$ cat config.mk
export PLATFORM = sky130hd
export DESIGN_NAME = ones_count_accumulator_flat
export DESIGN_NICKNAME = d
export VERILOG_FILES = /design/src/rtl/ones_count_accumulator_if.sv /design/src/rtl/ones_count_accumulator.sv /design/src/flat_wrapper.sv
export SDC_FILE = /design/constraint.sdc
export NUM_CORES = 1
export LEC_CHECK = 0
export BUFFER_PORTS_ARGS = -buffer_cell sky130_fd_sc_hd__buf_2
export CAP_MARGIN = 20
export CORE_UTILIZATION = 54
export CTS_BUF_LIST = sky130_fd_sc_hd__clkbuf_16
export DETAILED_ROUTE_END_ITERATION = 8
export GPL_ROUTABILITY_DRIVEN = 1
export PLACE_DENSITY = 0.82
export RECOVER_POWER = 50
export SLEW_MARGIN = 10
export SYNTH_ARGS = -nofsm -noshare
export SYNTH_HDL_FRONTEND = slang
export SYNTH_SLANG_ARGS = --single-unit
$ cat constraint.sdc
create_clock -name clk -period 2.8 [get_ports clk]
set_input_delay 0.42 -clock clk [delete_from_list [all_inputs] [get_ports clk]]
set_output_delay 0.42 -clock clk [all_outputs]
set_load 0.1 [all_outputs]
$ cat src/rtl/ones_count_accumulator_if.sv
// Valid/ready bus between the ones-counter stage, the frame accumulator and its consumer.
// The slave modport is the accumulator's view of the bus.
interface ones_count_accumulator_if #(
  parameter int unsigned SUM_W = 6
);
  logic             in_valid;
  logic [2:0]       cnt_in;
  logic             in_ready;
  logic             out_valid;
  logic             out_ready;
  logic [SUM_W-1:0] sum_out;
  logic             over_thresh;
  logic             sat;

  modport master (
    output in_valid, cnt_in, out_ready,
    input  in_ready, out_valid, sum_out, over_thresh, sat
  );

  modport slave (
    input  in_valid, cnt_in, out_ready,
    output in_ready, out_valid, sum_out, over_thresh, sat
  );
endinterface

$ cat src/rtl/ones_count_accumulator.sv
// Accumulates FRAME_LEN 3-bit ones counts into a saturating frame total.
// The total is held under valid/ready until taken, with threshold and saturation flags.
module ones_count_accumulator #(
  parameter int unsigned FRAME_LEN = 8,
  parameter int unsigned SUM_W     = 6,
  parameter int unsigned THRESH    = 28
) (
  input  logic                       clk,
  input  logic                       rst,
  input  logic                       start_i,
  output logic                       busy_o,
  ones_count_accumulator_if.slave    bus
);

  localparam int unsigned CNT_W  = (FRAME_LEN > 1) ? $clog2(FRAME_LEN) : 1;
  localparam int unsigned EXT_W  = SUM_W + 1;
  localparam logic [CNT_W-1:0] LAST_WORD  = CNT_W'(FRAME_LEN - 1);
  localparam logic [EXT_W-1:0] THRESH_EXT = EXT_W'(THRESH);
  localparam logic [SUM_W-1:0] SUM_MAX    = '1;

  typedef enum logic [1:0] {
    IDLE  = 2'd0,
    ACCUM = 2'd1,
    HOLD  = 2'd2
  } state_e;

  state_e           state_q;
  logic [SUM_W-1:0] acc_q;
  logic [CNT_W-1:0] word_cnt_q;
  logic [SUM_W-1:0] sum_q;
  logic             over_q;
  logic             sat_q;
  logic             in_ready_q;
  logic             out_valid_q;
  logic             busy_q;

  logic [EXT_W-1:0] sum_ext_c;
  logic             clip_c;
  logic [SUM_W-1:0] acc_d;

  // Add one bit wider than the accumulator, then clip to all-ones instead of wrapping.
  always_comb begin
    sum_ext_c = {1'b0, acc_q} + EXT_W'(bus.cnt_in);
    clip_c    = sum_ext_c[SUM_W];
    acc_d     = clip_c ? SUM_MAX : sum_ext_c[SUM_W-1:0];
  end

  always_ff @(posedge clk) begin
    if (rst) begin
      state_q     <= IDLE;
      acc_q       <= '0;
      word_cnt_q  <= '0;
      sum_q       <= '0;
      over_q      <= 1'b0;
      sat_q       <= 1'b0;
      in_ready_q  <= 1'b0;
      out_valid_q <= 1'b0;
      busy_q      <= 1'b0;
    end else begin
      case (state_q)
        IDLE: begin
          if (start_i) begin
            state_q    <= ACCUM;
            acc_q      <= '0;
            word_cnt_q <= '0;
            sat_q      <= 1'b0;
            in_ready_q <= 1'b1;
            busy_q     <= 1'b1;
          end
        end

        ACCUM: begin
          if (bus.in_valid && in_ready_q) begin
            acc_q <= acc_d;
            if (clip_c) begin
              sat_q <= 1'b1;
            end
            if (word_cnt_q == LAST_WORD) begin
              state_q     <= HOLD;
              word_cnt_q  <= '0;
              sum_q       <= acc_d;
              over_q      <= ({1'b0, acc_d} >= THRESH_EXT);
              in_ready_q  <= 1'b0;
              out_valid_q <= 1'b1;
            end else begin
              word_cnt_q <= word_cnt_q + CNT_W'(1);
            end
          end
        end

        HOLD: begin
          // A start coincident with the handshake skips IDLE and opens the next frame.
          if (bus.out_ready) begin
            out_valid_q <= 1'b0;
            if (start_i) begin
              state_q    <= ACCUM;
              acc_q      <= '0;
              word_cnt_q <= '0;
              sat_q      <= 1'b0;
              in_ready_q <= 1'b1;
            end else begin
              state_q <= IDLE;
              busy_q  <= 1'b0;
            end
          end
        end

        default: begin
          state_q     <= IDLE;
          in_ready_q  <= 1'b0;
          out_valid_q <= 1'b0;
          busy_q      <= 1'b0;
        end
      endcase
    end
  end

  assign bus.in_ready    = in_ready_q;
  assign bus.out_valid   = out_valid_q;
  assign bus.sum_out     = sum_q;
  assign bus.over_thresh = over_q;
  assign bus.sat         = sat_q;
  assign busy_o          = busy_q;

endmodule
$ cat src/flat_wrapper.sv
// flat-port wrapper written by rule: the top's interface ports become plain ports
module ones_count_accumulator_flat 
#(
  parameter int unsigned FRAME_LEN = 8,
  parameter int unsigned SUM_W     = 6,
  parameter int unsigned THRESH    = 28
)
  (clk, rst, start_i, busy_o, bus_in_valid, bus_cnt_in, bus_out_ready, bus_in_ready, bus_out_valid, bus_sum_out, bus_over_thresh, bus_sat);
  ones_count_accumulator_if #(.SUM_W(SUM_W)) bus_i ();
  input  logic clk;
  input  logic rst;
  input  logic start_i;
  output logic busy_o;
  input wire logic [$bits(bus_i.in_valid)-1:0] bus_in_valid;
  input wire logic [$bits(bus_i.cnt_in)-1:0] bus_cnt_in;
  input wire logic [$bits(bus_i.out_ready)-1:0] bus_out_ready;
  output wire logic [$bits(bus_i.in_ready)-1:0] bus_in_ready;
  output wire logic [$bits(bus_i.out_valid)-1:0] bus_out_valid;
  output wire logic [$bits(bus_i.sum_out)-1:0] bus_sum_out;
  output wire logic [$bits(bus_i.over_thresh)-1:0] bus_over_thresh;
  output wire logic [$bits(bus_i.sat)-1:0] bus_sat;
  assign bus_i.in_valid = bus_in_valid;
  assign bus_i.cnt_in = bus_cnt_in;
  assign bus_i.out_ready = bus_out_ready;
  assign bus_in_ready = bus_i.in_ready;
  assign bus_out_valid = bus_i.out_valid;
  assign bus_sum_out = bus_i.sum_out;
  assign bus_over_thresh = bus_i.over_thresh;
  assign bus_sat = bus_i.sat;
  ones_count_accumulator #(.FRAME_LEN(FRAME_LEN), .SUM_W(SUM_W), .THRESH(THRESH)) u_core (.clk(clk), .rst(rst), .start_i(start_i), .busy_o(busy_o), .bus(bus_i));
endmodule
# Word level (Yosys, flattened, before mapping)
# Cells that the tools add are included.
dict set report word_totals {
  regBits 22
  latchBits 0
  ram_bits 0
  rom_bits 0
  inputBits 8
  out_inout_bits 11
  wordCells 67
  memories 0
}
dict set report classes {
  n_addsub 2
  multipliers 0
  n_div 0
  order_cmp 1
  eq_ne 9
  shifts 0
  n_mux 34
  n_bitwise 2
  n_reduce_logical 10
}
# operator n
set op_table {}
lappend op_table {{$mux 6} 4}
lappend op_table {{$pmux 6 s3} 1}
lappend op_table {{$reduce_and 4->1} 4}
lappend op_table {{$mux 1} 15}
lappend op_table {{$mux 3} 4}
lappend op_table {{$pmux 1 s3} 4}
lappend op_table {{$pmux 3 s3} 1}
lappend op_table {{$reduce_and 3->1} 3}
lappend op_table {{$mux 2} 4}
lappend op_table {{$add 6x3->7} 1}
lappend op_table {{$ge 6x5->1 const B} 1}
lappend op_table {{$ne 2x1->1 const B} 3}
lappend op_table {{$ne 2x2->1 const B} 3}
lappend op_table {{$pmux 2 s3} 1}
lappend op_table {{$add 3x1->3 const B} 1}
lappend op_table {{$eq 3x3->1 const B} 1}
lappend op_table {{$reduce_bool 3->1} 1}
lappend op_table {{$eq 2x1->1 const B} 1}
lappend op_table {{$eq 2x2->1 const B} 1}
lappend op_table {{$logic_not 2->1} 1}
lappend op_table {{$not 1->1} 2}
lappend op_table {{$logic_and 1x1->1} 1}

# Depth between registers and ports, before layout
# Gate-level depths: netlist (run 1).
dict set report logic_depth {
  depth_word 4
  depth_mapped 6
  mapped_depth_nobuf 6
}

# Worst setup path before layout (run 1)
# OpenSTA, ideal clock, no wires.
dict set report synth_path {
  path_type {input-to-reg}
  start {in bus_cnt_in[0]}
  end {reg u_core.acc_q[5]}
  setup_time_ns 0.128
  t_arrival_ns 1.956
  required_time_ns 2.672
  slack_ns 0.717
  path_stages 6
  path_buffers 0
  cell_sequence {ha_1 fa_1 or3b_1 or3_4 a32oi_1 nor2_1}
}
dict set report synth_between {
  elab_chain_len 4
}
# item line
set synth_lines {}
lappend synth_lines {{from (decl)} flat_wrapper.sv:15} ;# input wire logic [$bits(bus_i.cnt_in)-1:0] bus_cnt_in;
lappend synth_lines {{$add 6x3->7} ones_count_accumulator.sv:43} ;# sum_ext_c = {1'b0, acc_q} + EXT_W'(bus.cnt_in);
lappend synth_lines {{$mux 6} ones_count_accumulator.sv:45} ;# acc_d = clip_c ? SUM_MAX : sum_ext_c[SUM_W-1:0];
lappend synth_lines {{$mux 6} ones_count_accumulator.sv:73} ;# if (bus.in_valid && in_ready_q) begin
lappend synth_lines {{$pmux 6 s3} ones_count_accumulator.sv:60} ;# case (state_q)
lappend synth_lines {{to (signal assigned)} ones_count_accumulator.sv:51} ;# acc_q <= '0;
lappend synth_lines {{to (signal assigned)} ones_count_accumulator.sv:64} ;# acc_q <= '0;
lappend synth_lines {{to (signal assigned)} ones_count_accumulator.sv:74} ;# acc_q <= acc_d;
lappend synth_lines {{to (decl)} ones_count_accumulator.sv:28} ;# logic [SUM_W-1:0] acc_q;
# No other way between the ends. The select of a mux whose other input is x is not followed.
# A chain may end at the register's enable or synchronous reset.

# Final worst setup path (run 1)
dict set report layout_path {
  start {reg u_core.acc_q[0]}
  end {reg u_core.acc_q[5]}
}
dict set report layout_between {
  elab_chain_len 4
}
# item line
set layout_lines {}
lappend layout_lines {{$add 6x3->7} ones_count_accumulator.sv:43}
lappend layout_lines {{$mux 6} ones_count_accumulator.sv:45}
lappend layout_lines {{$mux 6} ones_count_accumulator.sv:73}
lappend layout_lines {{$pmux 6 s3} ones_count_accumulator.sv:60}
# No other way between the ends. The select of a mux whose other input is x is not followed.

==> summary.md, run 1 <==
| Metric | Value |
|---|---|
| WHS | 460 ps |
| First-pass GRT wire length | 3880 um |
| Grt ovf | 0 |
| H-tree levels | 1 |
| DR vias | 1028 |
| Post-CTS Hold Fix Bufs | 0 |
| Final setup violation count | 0 |
| RR Startpoint | u_core.acc_q[0] |
| Synth top area share | 0.400 |
| Setup crit start | u_core.acc_q[0] |
| Slew headroom | 0.219 |
| R2R Setup Slk | 680 ps |
| Syn nets | 145 |
| Share of layout cells above drive strength 1 | 0.0903 |
| Crit-path slowest cell | fa_1 |
| Die width | 47.2 um |
| Worst hold path endpoint | u_core.acc_q[0] |
| CP max stage delay | 450 ps |
| Tot GR Track Use | 0.253 |
| Status | finished, final reports clean |
| Avg Inst Size Synth | 8.41 um^2 |
| N_diodes | 0 |
| Number of enable flip-flop cells after synthesis | 0 |
| Synth Cell Area | 1100 um^2 |
| Post-synthesis register bit count | 22 |
| Worst-path clk slew | 60 ps |
| I/O pin total | 19 |
| CTS tree | yes |
| Most frequent cell after synthesis | dfxtp_1 |
| Setup bufs post-CTS | 0 |
| Worst hold path startpoint | u_core.acc_q[0] |
| Nets | 159 |
| Clock Skew | 4.41 ps |
| Kind of cell adding the most delay to the critical path | simple AND/OR/NAND/NOR gates |
| Drt via density | 6.08 |
| Fillers | 167 |
| Synth Area in Adders | 0.0750 |
| Largest net degree at the start of global routing | 23 |
| Clk buf depth | 2 |
| CP Class | reg -> reg |
| Area growth from synthesis to layout | 14.3% |
| CP arrival | 2250 ps |
| Cells along the critical path | ha_1, fa_1, or3b_1, or3_4, a32oi_1, nor2_1 |
| Maximum VDD drop | 0.337 mV |
| Synth warnings | 0 |
| Initial cell density of the core | 0.605 |
| Share of flip-flops with an asynchronous set or reset | 0 |
| Compound-Gate Fraction of Synth Area | 0.220 |
| RSZ-0062 raised after global routing | false |
| Cts repair resizes | 0 |
| Count of cell types in the netlist | 36 |
| Port buffer count | 18 |
| XOR/XNOR share of the synthesized area | 0.00795 |
| Initial antenna violation count | 0 |
| Post-route ant nets | 0 |
| Ys flop type | dfxtp_1 |
| Post-synth top area cell | dfxtp_1 |
| Detail Placement HPWL | 1610 um |
| Placed cell count | 165 |
| Most frequent cells after synthesis | dfxtp_1 (22), a21oi_1 (17), nand2_1 (12), nor2_1 (12), nor3_1 (7) |
| Hold Crit Class | reg -> reg |
| Non-Filler Instances | 169 |
| Fin crit share | 0.758 |
| Initial drt markers | 43 |
| Row count | 15 |
| Worst Path Buf+Inv | 0 |
| Max Cap Violations | 0 |
| Post-Synth Simple-Gate Area | 0.234 |
| Vias in the first global route | 853 |
| Sink Count | 22 |
| Total wire length | 2530 um |
| DRC violations left | 0 |
| Full die area | 2220 um^2 |
| Pins over their slew limit | 0 |
| Root Driver | clkbuf_16 |
| Critical Path RT | 2930 ps |
| Worst-Skew Late Latency | 260 ps |
| Pwr per Cell Area | 620 nW/um^2 |
| Startpoint Class | register |
| Sequential area share after synthesis | 0.400 |
| Fin Setup TNS | 0 ps |
| Critical Path Fanout Max | 4 |
| DRT Pass-1 Iters | 4 |
| Die height | 47.2 um |
| Worst-Margin Slew | 1180 ps |
| Cts bufs inserted | 3 |
| Final min period | 2120 ps |
| Worst R2R End | u_core.acc_q[5] |
| CORE AREA | 1820 um^2 |
| Wire per inst | 15.0 um |
| Main combinational cell family by area after synthesis | simple AND/OR/NAND/NOR gates |
| Hold depth | 2 |
| LEAKAGE | 0.000451 uW |
| Area contributors post-synth | dfxtp_1 (40%), a21oi_1 (7.7%), ha_1 (5.7%) |
| CP endpoint kind | register |
| Routability Congestion | 0.773 |
| FMAX | 471 MHz |
| Mux cell area share after synthesis | 0.00909 |
| Hold Vio Cnt, Final | 0 |
| R2r worst-path depth | 6 |
| Synth Instances | 131 |
[kinds of logic (layout without fill, tap and decap cells)]
family          after synthesis  after routing
compound gates               39             39
flops                        22             22
xor+xnor                      1              1
simple gates                 51             51
fa+ha+maj                     6              6
mux                           1              1
buf+inv                      11             24
[power breakdown]
group	switching, uW	total, uW	internal [uW]
registers	4.61	322	318
logic	45.8	60.4	14.6
clock network	114	398	284
[state kept, by name (all words and copies together) (netlist names)]
register / flops
u_core.acc_q: 6
u_core.bus.sum_out: 6
u_core.word_cnt_q: 3
u_core.state_q: 2
u_core.bus.in_ready: 1
u_core.bus.out_valid: 1
u_core.bus.over_thresh: 1
u_core.bus.sat: 1
u_core.busy_o: 1
[placed cells by master (no fill, tap or decap), types with 2 or more instances in the layout]
cell type / n
o21ai_0: 6
a31oi_1: 2
nand3_1: 6
nand3b_1: 2
nand2b_1: 4
a22oi_1: 3
clkbuf_16: 3
a21oi_1: 18
a32oi_1: 2
inv_1: 2
ha_1: 5
dfxtp_1: 22
nand2_1: 12
clkbuf_1: 11
nor2_1: 12
buf_2: 7
a211oi_1: 3
nor3_1: 7
[routing by layer]
metal / vias up / GRT usage / part of all wire
li1: 496 / - / -
met1: 473 / 0.340 / 0.43
met2: 54 / 0.400 / 0.48
met3: 5 / 0.0500 / 0.076
met4: 0 / 0.0971 / 0.012
met5: - / 0 / 0
[worst max-delay path by stage]
stage / endpoint / slack (ps) / cells after the start
after floorplan: u_core.acc_q[5] / 720 / 6
after global placement: u_core.acc_q[5] / 560 / 7
after detailed placement: u_core.acc_q[5] / 530 / 7
after CTS: u_core.acc_q[5] / 670 / 6
after global routing: u_core.acc_q[5] / 610 / 6
final: u_core.acc_q[5] / 680 / 6
[final cells by class]
type | instances | area [um^2] | area share
well taps | 25 | 31.3 | 0.0249
multi-input cells | 98 | 598 | 0.475
inverters | 2 | 7.51 | 0.00596
clock buffers | 3 | 75.1 | 0.0596
flip-flops and latches | 22 | 440 | 0.350
clock inverters | 1 | 30.0 | 0.0239
repair buffers | 18 | 76.3 | 0.0606
[metrics by stage]
step	instance area, um^2	total power (uW)	util	worst slack, ps
after floorplan	1100	374	-	717
after global routing	1260	804	0.691	607
final	1260	781	0.691	677
after detailed placement	1170	389	0.643	531
after CTS	1280	786	0.701	669
after global placement	1170	388	0.643	563
[worst register-to-register path, cell delays in order, from the launching register on]
cell	delay, ps
dfxtp_1	310
ha_1	210
fa_1	460
or3b_1	390
or3_4	350
a32oi_1	230
nor2_1	50
Power figures use the tool's default switching activity.
==> run 2, diff against run 1 <==
- clock period: 2.8 -> 2 ns (I/O delays scaled with it)
==> run 2 against run 1 <==
Effect of this change:
- sequential cell count is the same
- clock-buffer cell count unchanged
- via count fell by 2.7%
- utilization rose by 2.7 points
- power up 41%
- setup slack worse by 600 ps
- worst hold slack got worse by 89 ps
- register-to-register slack lost 600 ps
- die area did not move
- combinational power grew 46%
- sequential power is 40% higher
- maximum frequency rose by 10%
==> summary.md, run 2 (synthesized netlist as in run 1, its figures left out) <==
| Metric | Value |
|---|---|
| Worst hold path startpoint | bus_out_ready |
| Setup bufs post-CTS | 0 |
| CP endpoint kind | register |
| Share of layout cells above drive strength 1 | 0.189 |
| Fin crit share | 0.963 |
| Clk buf depth | 2 |
| Worst-Skew Late Latency | 260 ps |
| Status | finished, final reports clean |
| Hold Crit Class | in -> reg |
| Hold depth | 4 |
| Area growth from synthesis to layout | 18.9% |
| Final min period | 1930 ps |
| Startpoint Class | register |
| Initial cell density of the core | 0.605 |
| Worst-path clk slew | 60 ps |
| Critical Path RT | 2140 ps |
| Port buffer count | 18 |
| Maximum VDD drop | 0.719 mV |
| Drt via density | 5.78 |
| Clock Skew | 4.80 ps |
| H-tree levels | 1 |
| Setup crit start | u_core.acc_q[0] |
| FMAX | 519 MHz |
| Pwr per Cell Area | 839 nW/um^2 |
| Slew headroom | 0.225 |
| Pins over their slew limit | 0 |
| Hold Vio Cnt, Final | 0 |
| Total wire length | 2460 um |
| Vias in the first global route | 916 |
| Full die area | 2220 um^2 |
| DRT Pass-1 Iters | 4 |
| N_diodes | 0 |
| Max Cap Violations | 0 |
| I/O pin total | 19 |
| Cts bufs inserted | 3 |
| Initial antenna violation count | 0 |
| Root Driver | clkbuf_16 |
| R2r worst-path depth | 6 |
| CTS tree | yes |
| CORE AREA | 1820 um^2 |
| DR vias | 1000 |
| Critical Path Fanout Max | 3 |
| Initial drt markers | 23 |
| Sink Count | 22 |
| Commonest non-fill, non-tap cell in the layout | dfxtp_1 |
| Routability Congestion | 0.815 |
| LEAKAGE | 0.000497 uW |
| WHS | 371 ps |
| Worst-Margin Slew | 1170 ps |
| Wire per inst | 14.2 um |
| Post-CTS Hold Fix Bufs | 0 |
| First-pass GRT wire length | 3880 um |
| DRC violations left | 0 |
| CP arrival | 2060 ps |
| RR Startpoint | u_core.acc_q[0] |
| Grt ovf | 0 |
| Nets | 163 |
| DP Area | 1200 um^2 |
| Row count | 15 |
| Die height | 47.2 um |
| RSZ-0062 raised after global routing | false |
| Largest net degree at the start of global routing | 23 |
| Detail Placement HPWL | 1660 um |
| Post-route ant nets | 0 |
| Fin Setup TNS | 0 ps |
| Final setup violation count | 0 |
| Die width | 47.2 um |
| Design area | 1310 um^2 |
| Most frequent cells in the layout | dfxtp_1 (22), a21oi_1 (16), nor2_1 (12), nand2_1 (12), clkbuf_2 (8) |
| Cts repair resizes | 0 |
| CP Class | reg -> reg |
| Tot GR Track Use | 0.258 |
| Finished Core Util | 0.719 |
## run 2: cell count changes in the layout (fill, tap and decap cells not counted), sizes merged
| cell | previous run | this run |
|---|---|---|
| clkbuf | 14 | 13 |
| buf | 7 | 12 |
## run 2: per-stage QoR
step	power, uW	std cells	setup WS (ps)
finish	1100	173	74.8
global route	1130	173	30.6
CTS	1100	173	17.5
detailed placement	547	169	-82.8
global placement	545	169	-48.6
floorplan	524	131	36.7
## run 2: metal layers
metal	vias to the layer above	part of all wire	GRT usage
met5	-	0	0
met4	0	0.020	0.120
met3	4	0.051	0.0731
met2	30	0.49	0.436
met1	462	0.44	0.303
li1	504	-	-
## run 2: power breakdown
part / leakage [uW] / switching, uW / internal, uW / total [uW]
Combinational: 0.000268 / 63.5 / 24.4 / 87.9
Sequential: 0.000178 / 7.03 / 445 / 452
Clock: 0.0000511 / 161 / 398 / 558
Total: 0.000497 / 231 / 867 / 1100
## run 2: path summary, 6_finish.rpt
| path | to | slack [ps] |
|---|---|---|
| worst min-delay path | u_core.state_q[1] | 370 |
| worst min register to register | u_core.bus.sum_out[4] | 460 |
| worst max register to register | u_core.acc_q[5] | 70 |
| worst max-delay path | u_core.acc_q[5] | 70 |
## run 2: cell type report
| cell class | count | area [um^2] |
|---|---|---|
| well taps | 25 | 31.3 |
| clock inverters | 1 | 30.0 |
| inverters | 2 | 7.51 |
| multi-input cells | 98 | 608 |
| fillers | 153 | 512 |
| repair buffers | 22 | 116 |
| flip-flops and latches | 22 | 440 |
| clock buffers | 3 | 75.1 |
## run 2: critical path, cell delays in order, from the launching register on
cell,delay (ps)
dfxtp_1,320
ha_1,210
fa_2,340
or3b_1,350
or3_4,350
a32oi_1,180
nor2_1,50
